<file path="src/rtl/lfsr_tpg.sv">
// LFSR test-pattern generator with functional bypass.
// In bypass the functional requests reach the circuit under test unchanged.
// In test mode a start pulse drives num_patterns pseudo-random request words
// from a Galois LFSR, then raises done for the BIST controller.
module lfsr_tpg #(
    parameter int              N_REQ = 4,
    parameter int              WIDTH = 8,
    parameter logic [WIDTH-1:0] TAPS  = 8'hB8,
    parameter logic [WIDTH-1:0] SEED  = 8'h01,
    parameter int              CNT_W = 16
) (
    input  logic             clk,
    input  logic             rst,
    input  logic [N_REQ-1:0] request,
    input  logic             test_mode,
    input  logic             start,
    input  logic             seed_load,
    input  logic [WIDTH-1:0] seed_in,
    input  logic [CNT_W-1:0] num_patterns,
    output logic [N_REQ-1:0] lfsr_request,
    output logic             busy,
    output logic             done,
    output logic [WIDTH-1:0] lfsr_state
);

    typedef enum logic [1:0] {S_IDLE, S_RUN, S_DONE} state_t;

    state_t           r_state;
    state_t           w_next;
    logic [WIDTH-1:0] r_lfsr;
    logic [CNT_W-1:0] r_cnt;
    logic [WIDTH-1:0] w_shift;
    logic [WIDTH-1:0] w_step;
    logic [WIDTH-1:0] w_load;
    logic             w_launch;
    logic             w_advance;

    // A run may only be launched from IDLE or DONE; start inside RUN is dropped.
    assign w_launch  = start & test_mode & (r_state != S_RUN);
    // The LFSR and counter only move while a run is live; an abort cycle freezes them.
    assign w_advance = (r_state == S_RUN) & test_mode;

    // Galois step and seed load, both steered away from the all-zero lock-up state.
    always_comb begin
        w_shift = {1'b0, r_lfsr[WIDTH-1:1]} ^ (r_lfsr[0] ? TAPS : '0);
        w_step  = (w_shift == '0) ? SEED : w_shift;
        w_load  = (seed_in == '0) ? SEED : seed_in;
    end

    // State register.
    always_ff @(posedge clk or posedge rst) begin
        if (rst) r_state <= S_IDLE;
        else     r_state <= w_next;
    end

    // Next-state logic; a zero-length run skips RUN entirely.
    always_comb begin
        w_next = r_state;
        case (r_state)
            S_IDLE: begin
                if (w_launch) w_next = (num_patterns == '0) ? S_DONE : S_RUN;
            end
            S_RUN: begin
                if (!test_mode)                 w_next = S_IDLE;
                else if (r_cnt == CNT_W'(1))    w_next = S_DONE;
            end
            S_DONE: begin
                if (!test_mode)    w_next = S_IDLE;
                else if (w_launch) w_next = (num_patterns == '0) ? S_DONE : S_RUN;
            end
            default: w_next = S_IDLE;
        endcase
    end

    // Pattern counter: loaded on launch, counts remaining patterns during RUN.
    always_ff @(posedge clk or posedge rst) begin
        if (rst)            r_cnt <= '0;
        else if (w_launch)  r_cnt <= num_patterns;
        else if (w_advance) r_cnt <= r_cnt - CNT_W'(1);
    end

    // LFSR register: seed load outside RUN takes priority, so seed+start launches from seed_in.
    always_ff @(posedge clk or posedge rst) begin
        if (rst)                                   r_lfsr <= SEED;
        else if (seed_load && r_state != S_RUN)    r_lfsr <= w_load;
        else if (w_advance)                        r_lfsr <= w_step;
    end

    // Output decode and request mux; bypass is purely combinational.
    always_comb begin
        busy         = (r_state == S_RUN);
        done         = (r_state == S_DONE);
        lfsr_state   = r_lfsr;
        lfsr_request = '0;
        if (!test_mode)              lfsr_request = request;
        else if (r_state == S_RUN)   lfsr_request = r_lfsr[N_REQ-1:0];
    end

endmodule
</file>
<file path="config.mk">
export PLATFORM = sky130hd
export DESIGN_NAME = lfsr_tpg
export DESIGN_NICKNAME = d
export VERILOG_FILES = /design/src/rtl/lfsr_tpg.sv
export SDC_FILE = /design/constraint.sdc
export NUM_CORES = 1
export LEC_CHECK = 0
export CAP_MARGIN = 20
export CORE_MARGIN = 2
export CORE_UTILIZATION = 40
export CTS_BUF_LIST = sky130_fd_sc_hd__clkbuf_16
export DETAILED_ROUTE_END_ITERATION = 7
export GPL_ROUTABILITY_DRIVEN = 0
export GPL_TIMING_DRIVEN = 0
export PLACE_DENSITY = 0.68
export SKIP_CTS_REPAIR_TIMING = 1
export SYNTH_ARGS = -nofsm -noshare
export SYNTH_HDL_FRONTEND = slang
export SYNTH_SLANG_ARGS = --single-unit
export TNS_END_PERCENT = 30
</file>
<file path="constraint.sdc">
create_clock -name clk -period 3.05 [get_ports clk]
set_clock_uncertainty 0.2 [all_clocks]
set_input_delay 0.61 -clock clk [delete_from_list [all_inputs] [get_ports clk]]
set_output_delay 0.61 -clock clk [all_outputs]
set_load 0.005 [all_outputs]
</file>
==> results of run 1 <==
kinds of logic (layout without fill, tap and decap cells):
family	Yosys count	after routing	share of synthesized area [%]
muxes	1	1	0.588
AOI/OAI and AO/OA	58	58	23.7
buffers and inverters	21	71	4.85
DFF	26	26	38.3
and+or+nand+nor	84	84	29.5
adders and majority gates	2	2	1.47
xor gates and xnor gates	3	3	1.54
path summary, 6_finish.rpt:
check	cells past startpoint	slack, ns	startpoint	endpoint
max reg2reg	6	0.97	r_cnt[0]	r_cnt[8]
max	7	0.12	r_state[0]	lfsr_request[0]
min in group clk	1	0.37	r_cnt[11]	r_cnt[11]
min reg2reg	1	0.37	r_cnt[11]	r_cnt[11]
min	2	0.36	rst	r_cnt[0]
max in group asynchronous	3	1.83	rst	lfsr_state[0]
sequential cells by signal, summed over array words and instances, names as in the netlist:
signal,flops
lfsr_state,8
r_cnt,16
r_state,2
per-layer routing:
layer	track usage (%)	up-vias	wire length (µm)
met5	0	-	0
met4	4.79	0	26
met3	4.22	2	423
met2	32.9	85	2360
met1	32.4	840	2300
li1	-	848	-
area by class of cell:
cell class	instances	share of cell area, %
multi-input cells	148	41.3
repair buffers	46	20.3
clock inverters	1	1.27
clock buffers	3	3.17
plain buffers	10	2.01
inverters	11	1.75
flip-flops and latches	26	27.6
well taps	50	2.65
critical path, cell delays in order (launching register included):
cell and delay [ns]:
sky130_fd_sc_hd__dfrtp_1 0.43, sky130_fd_sc_hd__nand2b_1 0.09, sky130_fd_sc_hd__buf_2 0.26, sky130_fd_sc_hd__inv_2 0.09
sky130_fd_sc_hd__buf_2 0.20, sky130_fd_sc_hd__and3_1 0.21, sky130_fd_sc_hd__a21o_1 0.15, sky130_fd_sc_hd__clkdlybuf4s50_1 0.43
report_power, final:
part | internal, µW | switching, µW | total [µW]
clock | 261 | 121 | 382
sequential | 410 | 104 | 514
combinational | 191 | 164 | 356
stage by stage:
step,worst slack [ns],total power [µW]
after floorplan,0.969,701
after global placement,-0.519,860
after detailed placement,-0.521,862
after CTS,-0.502,1250
after global routing,0.0204,1320
final,0.115,1250
cell usage after synthesis, types with 5 or more instances:
cell type	count	area (µm²)
sky130_fd_sc_hd__clkbuf_1	7	26.3
sky130_fd_sc_hd__nand3_1	10	50.1
sky130_fd_sc_hd__nand2_1	16	60.1
sky130_fd_sc_hd__o21ai_1	5	25.0
sky130_fd_sc_hd__dfrtp_1	25	626
sky130_fd_sc_hd__nor4_1	9	56.3
sky130_fd_sc_hd__a2bb2oi_1	5	43.8
sky130_fd_sc_hd__inv_1	9	33.8
sky130_fd_sc_hd__o21ai_0	7	35.0
sky130_fd_sc_hd__a221o_1	5	50.1
sky130_fd_sc_hd__o22ai_1	6	37.5
sky130_fd_sc_hd__nor2_1	14	52.6
sky130_fd_sc_hd__a21oi_1	10	50.1
sky130_fd_sc_hd__nor3_1	9	45.0
==> results.txt, run 1 <==
The routed wirelength normalized by instance count came out at 17.3 µm. The initial antenna violation count is 0. The die width came out at 69.2 µm. The worst setup path is captured at an output port. The synthesized net count is 230.

The count of cell types in the netlist came out at 50. The post-route cell area came out at 2360 µm². The count of unresolved DRC violations after routing is 0. The largest fanout of any net on the critical path came out at 10. The sequential element share of the synthesized area came out at 38.3%. The TritonCTS buffer count came out at 3.

The cell total after placement came out at 290. The required time of the worst setup path came out at 2.24 ns. Entering global routing, the biggest net connects 27 pins. The die height came out at 69.2 µm. The number of setup violations in the final report came out at 0. The power density of the placed cells is 529 nW/µm². Clock tree synthesis selected as its root buffer the cell sky130_fd_sc_hd__clkbuf_16. Global routing used 21.8% of the available tracks across all layers. The startpoint type of the worst setup path is a flip-flop. For this configuration, the core starts out at a cell density of 42.0%. In the synthesized netlist the dominant register cell turns out to be sky130_fd_sc_hd__dfrtp_1. Leaving out fill and tap cells, the most frequent cell in the layout is sky130_fd_sc_hd__clkdlybuf4s50_1.

The hold violation total from the final report is 0. The per-cell via count in the routed design came out at 6.02. The worst setup path is of the flip-flop to output port kind.

The sequential cells in the finished layout cover a total of 652 µm². The number of max-slew violations in the final report is 0. The wire length of the first global-routing pass is 8530 µm. The floorplan die area is 4790 µm². The final clock period utilization by the worst path came out at 96.2%. The number of design-rule violations left by the first detailed-router iteration came out at 192. Setup repair after global routing left no endpoint under its margin. During synthesis, Yosys emitted a total of 0 warnings. In this run the cell area measured after placement is 2220 µm². The slew at the pin closest to its max-slew limit is 0.632 ns.

The relative max-transition margin is 56.7%. The per-instance average area after synthesis came out at 8.73 µm². The count of flip-flops with a built-in enable after synthesis came out at 0.

In this run the cell area of the synthesized design comes to 1700 µm². The run finished with clean final reports. The total wire length after detailed routing is 5110 µm. In this run the worst hold path is classified as primary input to async pin. The post-route core utilization came out at 58.3%. The total via count after detailed routing came out at 1775. The layout overhead on the synthesized area is 38.9%. Excluding fillers, the count of instances in the completed layout stands at 295. In this run the number of H-tree levels came out at 1. The net count reported at finish is 281.

The library cells used most frequently in the layout, excluding fill and tap cells, are sky130_fd_sc_hd__clkdlybuf4s50_1, sky130_fd_sc_hd__dfrtp_1, sky130_fd_sc_hd__nand2_1. In this run the deepest clock path goes through 2 buffers. The number of storage elements in the synthesis netlist came out at 26. The max-cap violation count is 0.

The leakage dissipation is 0.000924 µW. The multi-input combinational cells in the finished layout cover a total of 976 µm². The post-route antenna net violation count came out at 0.

Hold timing on the final database bottoms out at a slack of 0.358 ns. During I/O placement, the number of pins put on the boundary was 47. STA puts the critical path data arrival time at 2.12 ns.

After floorplanning, the core was sized to cover 4060 µm². TritonCTS built the clock tree. For this run the aggregate overflow at the end of global routing stands at 0. The count of clock tree sinks is 26.

Input and output buffers added on the ports amount to 45. Static timing analysis puts the maximum clock frequency at 341 MHz. Adding up every negative setup slack in the final design gives 0 ns.

The worst-case IR drop observed on VDD is 0.278 mV. Counting flops with an async set or reset pin after synthesis yields a share of 100%. The post-synthesis cell count is 195. After legalization and detailed placement, the total HPWL measured 3690 µm.

The worst-skew pair later-pin latency is 0.26 ns. The minimum clock period after layout is 2.93 ns. The number of detailed-route iterations in the first pass is 5. The number of placement rows came out at 23. The via count of the first global-routing pass came out at 1712.

Cells with a size suffix above 1 make up 9.39% of the layout. Fill cells in the final layout number 359. Clock-pin slew was measured on the worst setup and hold paths at 0.06 ns. The repair_antennas step left the layout with diodes totalling 0.
Note: power is estimated with default switching activity, not from simulation.
==> inputs of run 2 (changes only) <==
--- a/config.mk
+++ b/config.mk
@@ -5,7 +5,6 @@
 export SDC_FILE = /design/constraint.sdc
 export NUM_CORES = 1
 export LEC_CHECK = 0
-export CAP_MARGIN = 20
 export CORE_MARGIN = 2
 export CORE_UTILIZATION = 40
 export CTS_BUF_LIST = sky130_fd_sc_hd__clkbuf_16
==> run 2 against run 1 <==
  * Global-route usage unchanged
  * Wire length down 1.2%
  * Critical path depth unchanged
  * Worst setup slack better by 0.0048 ns
  * Flip-flop and latch count unchanged
  * Count of clock-buffer cells in the layout unchanged
  * Sequential power about the same
  * Via count down 0.11%
  * Power down 0.30%
  * Critical endpoint unchanged
==> results.txt, run 2 (synthesized netlist as in run 1, its figures left out) <==
The residual overflow from global routing came out at 0 (unchanged). The worst path arrival time came out at 2.12 ns (about the same). The via count of the first global-routing pass is 1712 (unchanged). The leakage dissipation is 0.000911 µW (was 0.000924 µW). The H-tree depth reported by CTS is 1 (unchanged). The share of post-route cells with drive strength above 1 is 9.02% (was 9.39%). The post-route antenna net violation count was 0 (unchanged). The max-cap violation count came out at 0 (unchanged). The per-cell via count in the routed design is 6.03 (was 6.02).

The number of detailed-route iterations in the first pass was 5 (unchanged). The minimum clock period after layout came to 2.93 ns (about the same). The total wire length after detailed routing came out at 5050 µm (was 5110 µm). The relative max-transition margin came out at 31.8% (was 56.7%). The starting density of the core is 42.0% (unchanged). The count of port buffers added during placement came out at 45 (unchanged). The hold violation total from the final report is 0 (unchanged).

The routed wirelength normalized by instance count is 17.2 µm (was 17.3 µm). The timing-limited maximum frequency came out at 341 MHz (about the same). The startpoint type of the worst setup path was a flip-flop (unchanged).

The power spent charging and discharging nets came out at 389 µW (about the same). The internal cell power is 859 µW (was 863 µW). The largest fanout of any net on the critical path came out at 10 (unchanged). The cell total after placement is 290 (unchanged). The TritonCTS buffer count is 3 (unchanged).

The net count reported at finish came out at 280 (was 281). The power density of the placed cells is 534 nW/µm² (was 529 nW/µm²). The count of clock tree sinks was 26 (unchanged). The layout overhead on the synthesized area came out at 37.3% (was 38.9%). The die width is 69.2 µm (unchanged). The critical path start-end classification is flip-flop to output port (unchanged). The minimum hold slack came to 0.370 ns (was 0.358 ns).

The required time of the worst setup path came out at 2.24 ns (about the same). The die height is 69.2 µm (unchanged). Leading cell types in the layout, fill and taps excluded: sky130_fd_sc_hd__clkdlybuf4s50_1, sky130_fd_sc_hd__dfrtp_1, sky130_fd_sc_hd__nand2_1 (unchanged). The number of max-slew violations in the final report came to 0 (unchanged). The count of pins on the block boundary is 47 (unchanged). The number of flip-flops under the largest register name came out at 16 (unchanged).

The count of unresolved DRC violations after routing came out at 0 (unchanged). The floorplan die area came out at 4790 µm² (unchanged). The root buffer selected by CTS is sky130_fd_sc_hd__clkbuf_16 (unchanged).

The worst-skew pair later-pin latency was 0.26 ns (about the same). The total track usage came out at 21.8% (unchanged). The final standard cell count with taps included and fillers excluded came to 294 (was 295). The maximum resistive drop on vdd came out at 0.279 mV (was 0.278 mV). The clock slew seen by the registers of the worst setup and hold paths is 0.07 ns (was 0.06 ns).

The path category of the worst min-delay check is flip-flop to flip-flop (was primary input to async pin). The net switching share of the total power came out at 31.1% (about the same). The clock tree from TritonCTS was built (unchanged). The endpoint kind of the worst setup timing path is an output port (unchanged). Setup repair after global routing missed its margin: no (unchanged). The setup TNS after final layout came out at 0 ns (unchanged).

The floorplan core area is 4060 µm² (unchanged). The number of placement rows is 23 (unchanged). The maximum number of buffers from clock root to sink came to 2 (unchanged). The sum of net half-perimeters after detailed placement is 3690 µm (unchanged). The antenna diode count is 0 (unchanged). Outcome: finished clean (unchanged). The final total power is 1250 µW (about the same). The register with the most flip-flops was r_cnt (unchanged). The slew at the pin closest to its max-slew limit came out at 1.02 ns (was 0.632 ns). The initial antenna violation count is 0 (unchanged). The total via count after detailed routing is 1773 (was 1775). The largest net degree at the start of global routing is 27 (unchanged). The sequential group share of total power is 41.2% (was 41.1%). The leading cell type in the layout, fill and taps excluded is sky130_fd_sc_hd__clkdlybuf4s50_1 (unchanged). The part of the total power dissipated in the clock network came to 30.7% (was 30.5%). The wire length of the first global-routing pass came out at 8530 µm (unchanged). The number of setup violations in the final report was 0 (unchanged).

The combinational share of power came to 28.1% (was 28.4%). The number of design-rule violations left by the first detailed-router iteration came out at 178 (was 192). The final clock period utilization by the worst path was 96.1% (was 96.2%).
run 2: changes by cell type in the layout (fill, tap and decap cells not counted):
cell                     delta
sky130_fd_sc_hd__buf_16     -1
run 2: area by class of cell:
type                            instances  area (µm²)
Buffer                                 10        47.5
Clock buffer                            3        75.1
Clock inverter                          1        30.0
Fill cell                             361        1720
Inverter                               11        41.3
Multi-Input combinational cell        148         976
Sequential cell                        26         652
Tap cell                               50        62.6
Timing Repair Buffer                   45         453
run 2: worst paths after layout:
kind,end,slack (ns),startpoint,cells after the start
worst max-delay path,lfsr_request[0],0.12,r_state[0],7
worst min-delay path,r_cnt[11],0.37,r_cnt[11],1
worst max register to register,r_cnt[8],0.98,r_cnt[0],6
worst min register to register,r_cnt[11],0.37,r_cnt[11],1
max in group asynchronous,r_cnt[4],1.34,rst,2
min in group asynchronous,r_cnt[6],0.70,rst,2
run 2: metrics by stage:
step           setup slack [ns]  util (%)  instance area (µm²)
2_1_floorplan             0.969         -                 1700
3_3_place_gp             -0.519      54.6                 2220
3_5_place_dp             -0.521      54.6                 2220
4_1_cts                  -0.502      57.2                 2320
5_1_grt                  0.0204      57.6                 2340
6_report                  0.120      57.6                 2340
run 2: power by group through the flow:
stage          Combinational, µW  Clock, µW  Sequential [µW]
2_1_floorplan                206          0              496
3_3_place_gp                 344          0              516
3_5_place_dp                 345          0              517
4_1_cts                      348        389              512
5_1_grt                      390        406              524
6_report                     351        383              514
run 2: layer usage:
layer | part of all wire [%] | vias to the layer above | wire [µm] | GRT usage [%]
met5 | 0 | - | 0 | 0
met4 | 0.51 | 0 | 26 | 4.79
met3 | 6.7 | 2 | 340 | 4.22
met2 | 46 | 82 | 2330 | 32.9
met1 | 47 | 839 | 2360 | 32.4
li1 | - | 850 | - | -
run 2: critical path: stages, from the launching register on:
cell                              delay [ns]
sky130_fd_sc_hd__dfrtp_1                0.42
sky130_fd_sc_hd__nand2b_1               0.09
sky130_fd_sc_hd__buf_2                  0.26
sky130_fd_sc_hd__inv_2                  0.09
sky130_fd_sc_hd__buf_2                  0.20
sky130_fd_sc_hd__and3_1                 0.21
sky130_fd_sc_hd__a21o_1                 0.15
sky130_fd_sc_hd__clkdlybuf4s50_1        0.43
==> inputs of run 3 (changes only) <==
--- a/config.mk
+++ b/config.mk
@@ -7,7 +7,6 @@
 export LEC_CHECK = 0
 export CORE_MARGIN = 2
 export CORE_UTILIZATION = 40
-export CTS_BUF_LIST = sky130_fd_sc_hd__clkbuf_16
 export DETAILED_ROUTE_END_ITERATION = 7
 export GPL_ROUTABILITY_DRIVEN = 0
 export GPL_TIMING_DRIVEN = 0
==> run 3 against run 2 <==
  * Maximum frequency shrank 0.18%
  * Non-clock buffer count is the same
  * Global-route usage grew 0.061 points
  * Largest cell class unchanged
==> results.txt, run 3 (synthesized netlist as in run 1, its figures left out) <==
The area of all sequential standard cells was 652 µm² (unchanged). Cell-by-cell trace of the critical path: nand2b_1, clkbuf_4, inv_2, buf_2, buf_2, clkdlybuf4s50_1 (was nand2b_1, buf_2, inv_2, buf_2, and3_1, a21o_1, clkdlybuf4s50_1). The H-tree depth reported by CTS came to 1 (unchanged).

Leading cell types in the layout, fill and taps excluded: sky130_fd_sc_hd__clkdlybuf4s50_1, sky130_fd_sc_hd__dfrtp_1, sky130_fd_sc_hd__nand2_1 (unchanged). The critical path start-end classification was flip-flop to output port (unchanged). The largest fanout of any net on the critical path came out at 10 (unchanged). The count of unresolved DRC violations after routing came to 0 (unchanged).

The total track usage came out at 21.9% (was 21.8%). The most used cell along the critical path is sky130_fd_sc_hd__buf_2 (unchanged). The share of post-route cells with drive strength above 1 came out at 9.02% (unchanged). The endpoint kind of the worst setup timing path is an output port (unchanged). The required time of the worst setup path came out at 2.24 ns (about the same). The total wire length after detailed routing is 5150 µm (was 5050 µm). The via count of the first global-routing pass is 1723 (was 1712). The number of flip-flops under the largest register name came out at 16 (unchanged). The per-cell via count in the routed design is 6.20 (was 6.03). The timing-limited maximum frequency was 341 MHz (about the same). The minimum clock period after layout came to 2.94 ns (was 2.93 ns). The slew at the pin closest to its max-slew limit came out at 1.04 ns (was 1.02 ns). The maximum cell stage delay along the critical path came to 0.53 ns (was 0.43 ns).

The floorplan die area is 4790 µm² (unchanged). The number of setup violations in the final report came out at 0 (unchanged). Setup repair after global routing missed its margin: no (unchanged). The maximum number of buffers from clock root to sink came out at 2 (unchanged).

The hold violation total from the final report came out at 0 (unchanged). The relative max-transition margin is 30.9% (was 31.8%). The number of detailed-route iterations in the first pass is 5 (unchanged). The number of design-rule violations left by the first detailed-router iteration came to 186 (was 178).

The maximum resistive drop on vdd is 0.327 mV (was 0.279 mV). The max-cap violation count came out at 0 (unchanged). The floorplan core area is 4060 µm² (unchanged). The die width came out at 69.2 µm (unchanged). The setup TNS after final layout is 0 ns (unchanged). The worst-skew pair later-pin latency is 0.28 ns (was 0.26 ns). The root buffer selected by CTS is sky130_fd_sc_hd__clkbuf_8 (was sky130_fd_sc_hd__clkbuf_16). The number of placement rows came out at 23 (unchanged). The post-route core utilization came out at 56.8% (was 57.6%).

The count of pins on the block boundary is 47 (unchanged). The count of port buffers added during placement is 45 (unchanged). The count of clock tree sinks is 26 (unchanged). The number of max-slew violations in the final report is 0 (unchanged). The net count reported at finish is 280 (unchanged). The wire length of the first global-routing pass came out at 8540 µm (was 8530 µm).

The leading cell type in the layout, fill and taps excluded is sky130_fd_sc_hd__clkdlybuf4s50_1 (unchanged). The sum of net half-perimeters after detailed placement came out at 3690 µm (unchanged). The initial antenna violation count is 0 (unchanged).

The worst path arrival time is 2.13 ns (was 2.12 ns). The die height came out at 69.2 µm (unchanged). The leakage dissipation came out at 0.000897 µW (was 0.000911 µW). The slowest cell on the critical path was sky130_fd_sc_hd__clkdlybuf4s50_1 (unchanged). The routed wirelength normalized by instance count was 17.5 µm (was 17.2 µm). The power density of the placed cells came to 504 nW/µm² (was 534 nW/µm²).

The setup slack of the most critical reg-to-reg path came out at 0.97 ns (was 0.98 ns). The TritonCTS buffer count was 3 (unchanged). The post-route antenna net violation count came out at 0 (unchanged).

The path category of the worst min-delay check is flip-flop to flip-flop (unchanged). The register with the most flip-flops is r_cnt (unchanged). The total via count after detailed routing is 1823 (was 1773).

The number of inserted filler cells in the final layout came out at 367 (was 361). The starting density of the core came out at 42.0% (unchanged). The startpoint type of the worst setup path is a flip-flop (unchanged). Outcome: finished clean (unchanged). The layout overhead on the synthesized area came to 35.4% (was 37.3%). The largest net degree at the start of global routing is 27 (unchanged). The final clock period utilization by the worst path is 96.2% (was 96.1%).

The area occupied by multi-input gates came out at 976 µm² (unchanged). The antenna diode count came out at 0 (unchanged). The clock slew seen by the registers of the worst setup and hold paths came out at 0.10 ns (was 0.07 ns). The residual overflow from global routing came to 0 (unchanged).

The final total power came to 1160 µW (was 1250 µW). The clock tree from TritonCTS is built (unchanged).
-- run 3: final timing paths --
kind,endpoint,cells past startpoint,start
worst max-delay path,busy,6,r_state[1]
worst min-delay path,r_cnt[11],1,r_cnt[11]
worst max register to register,r_cnt[8],6,r_cnt[0]
worst min register to register,r_cnt[11],1,r_cnt[11]
max in group asynchronous,lfsr_state[1],2,rst
min in group asynchronous,r_cnt[5],2,rst
-- run 3: power by group --
part	total, µW	internal [µW]	switching, µW
registers	515	410	105
logic	353	188	165
clock network	295	176	119
total	1160	774	388
-- run 3: metal layers --
layer	global-route usage [%]	part of all wire, %	up-vias
li1	-	-	846
met1	32.3	47	890
met2	33.0	46	77
met3	4.36	5.7	10
met4	5.23	1.1	0
met5	0	0	-
-- run 3: area by class of cell --
class	instances	share of cell area, %
Clock inverter	1	1.30
Clock buffer	3	1.79
Buffer	10	2.17
Sequential cell	26	28.3
Multi-Input combinational cell	148	42.3
Tap cell	50	2.71
Inverter	11	1.79
Timing Repair Buffer	45	19.6
-- run 3: critical path: cells and delay by family, from the launching register on --
family	cells	cell delay (ns)
AND/OR/NAND/NOR	1	0.14
buffers and inverters	5	1.31
flip-flops	1	0.39
-- run 3: stage by stage --
stage / setup WS, ns / hold WS (ns) / instances / instance area, µm²
2_1_floorplan: 0.969 / 0.322 / 195 / 1700
3_3_place_gp: -0.519 / 0.358 / 290 / 2220
3_5_place_dp: -0.521 / 0.358 / 290 / 2220
4_1_cts: -0.509 / 0.385 / 294 / 2290
5_1_grt: 0.00220 / 0.394 / 294 / 2310
6_report: 0.115 / 0.385 / 294 / 2310
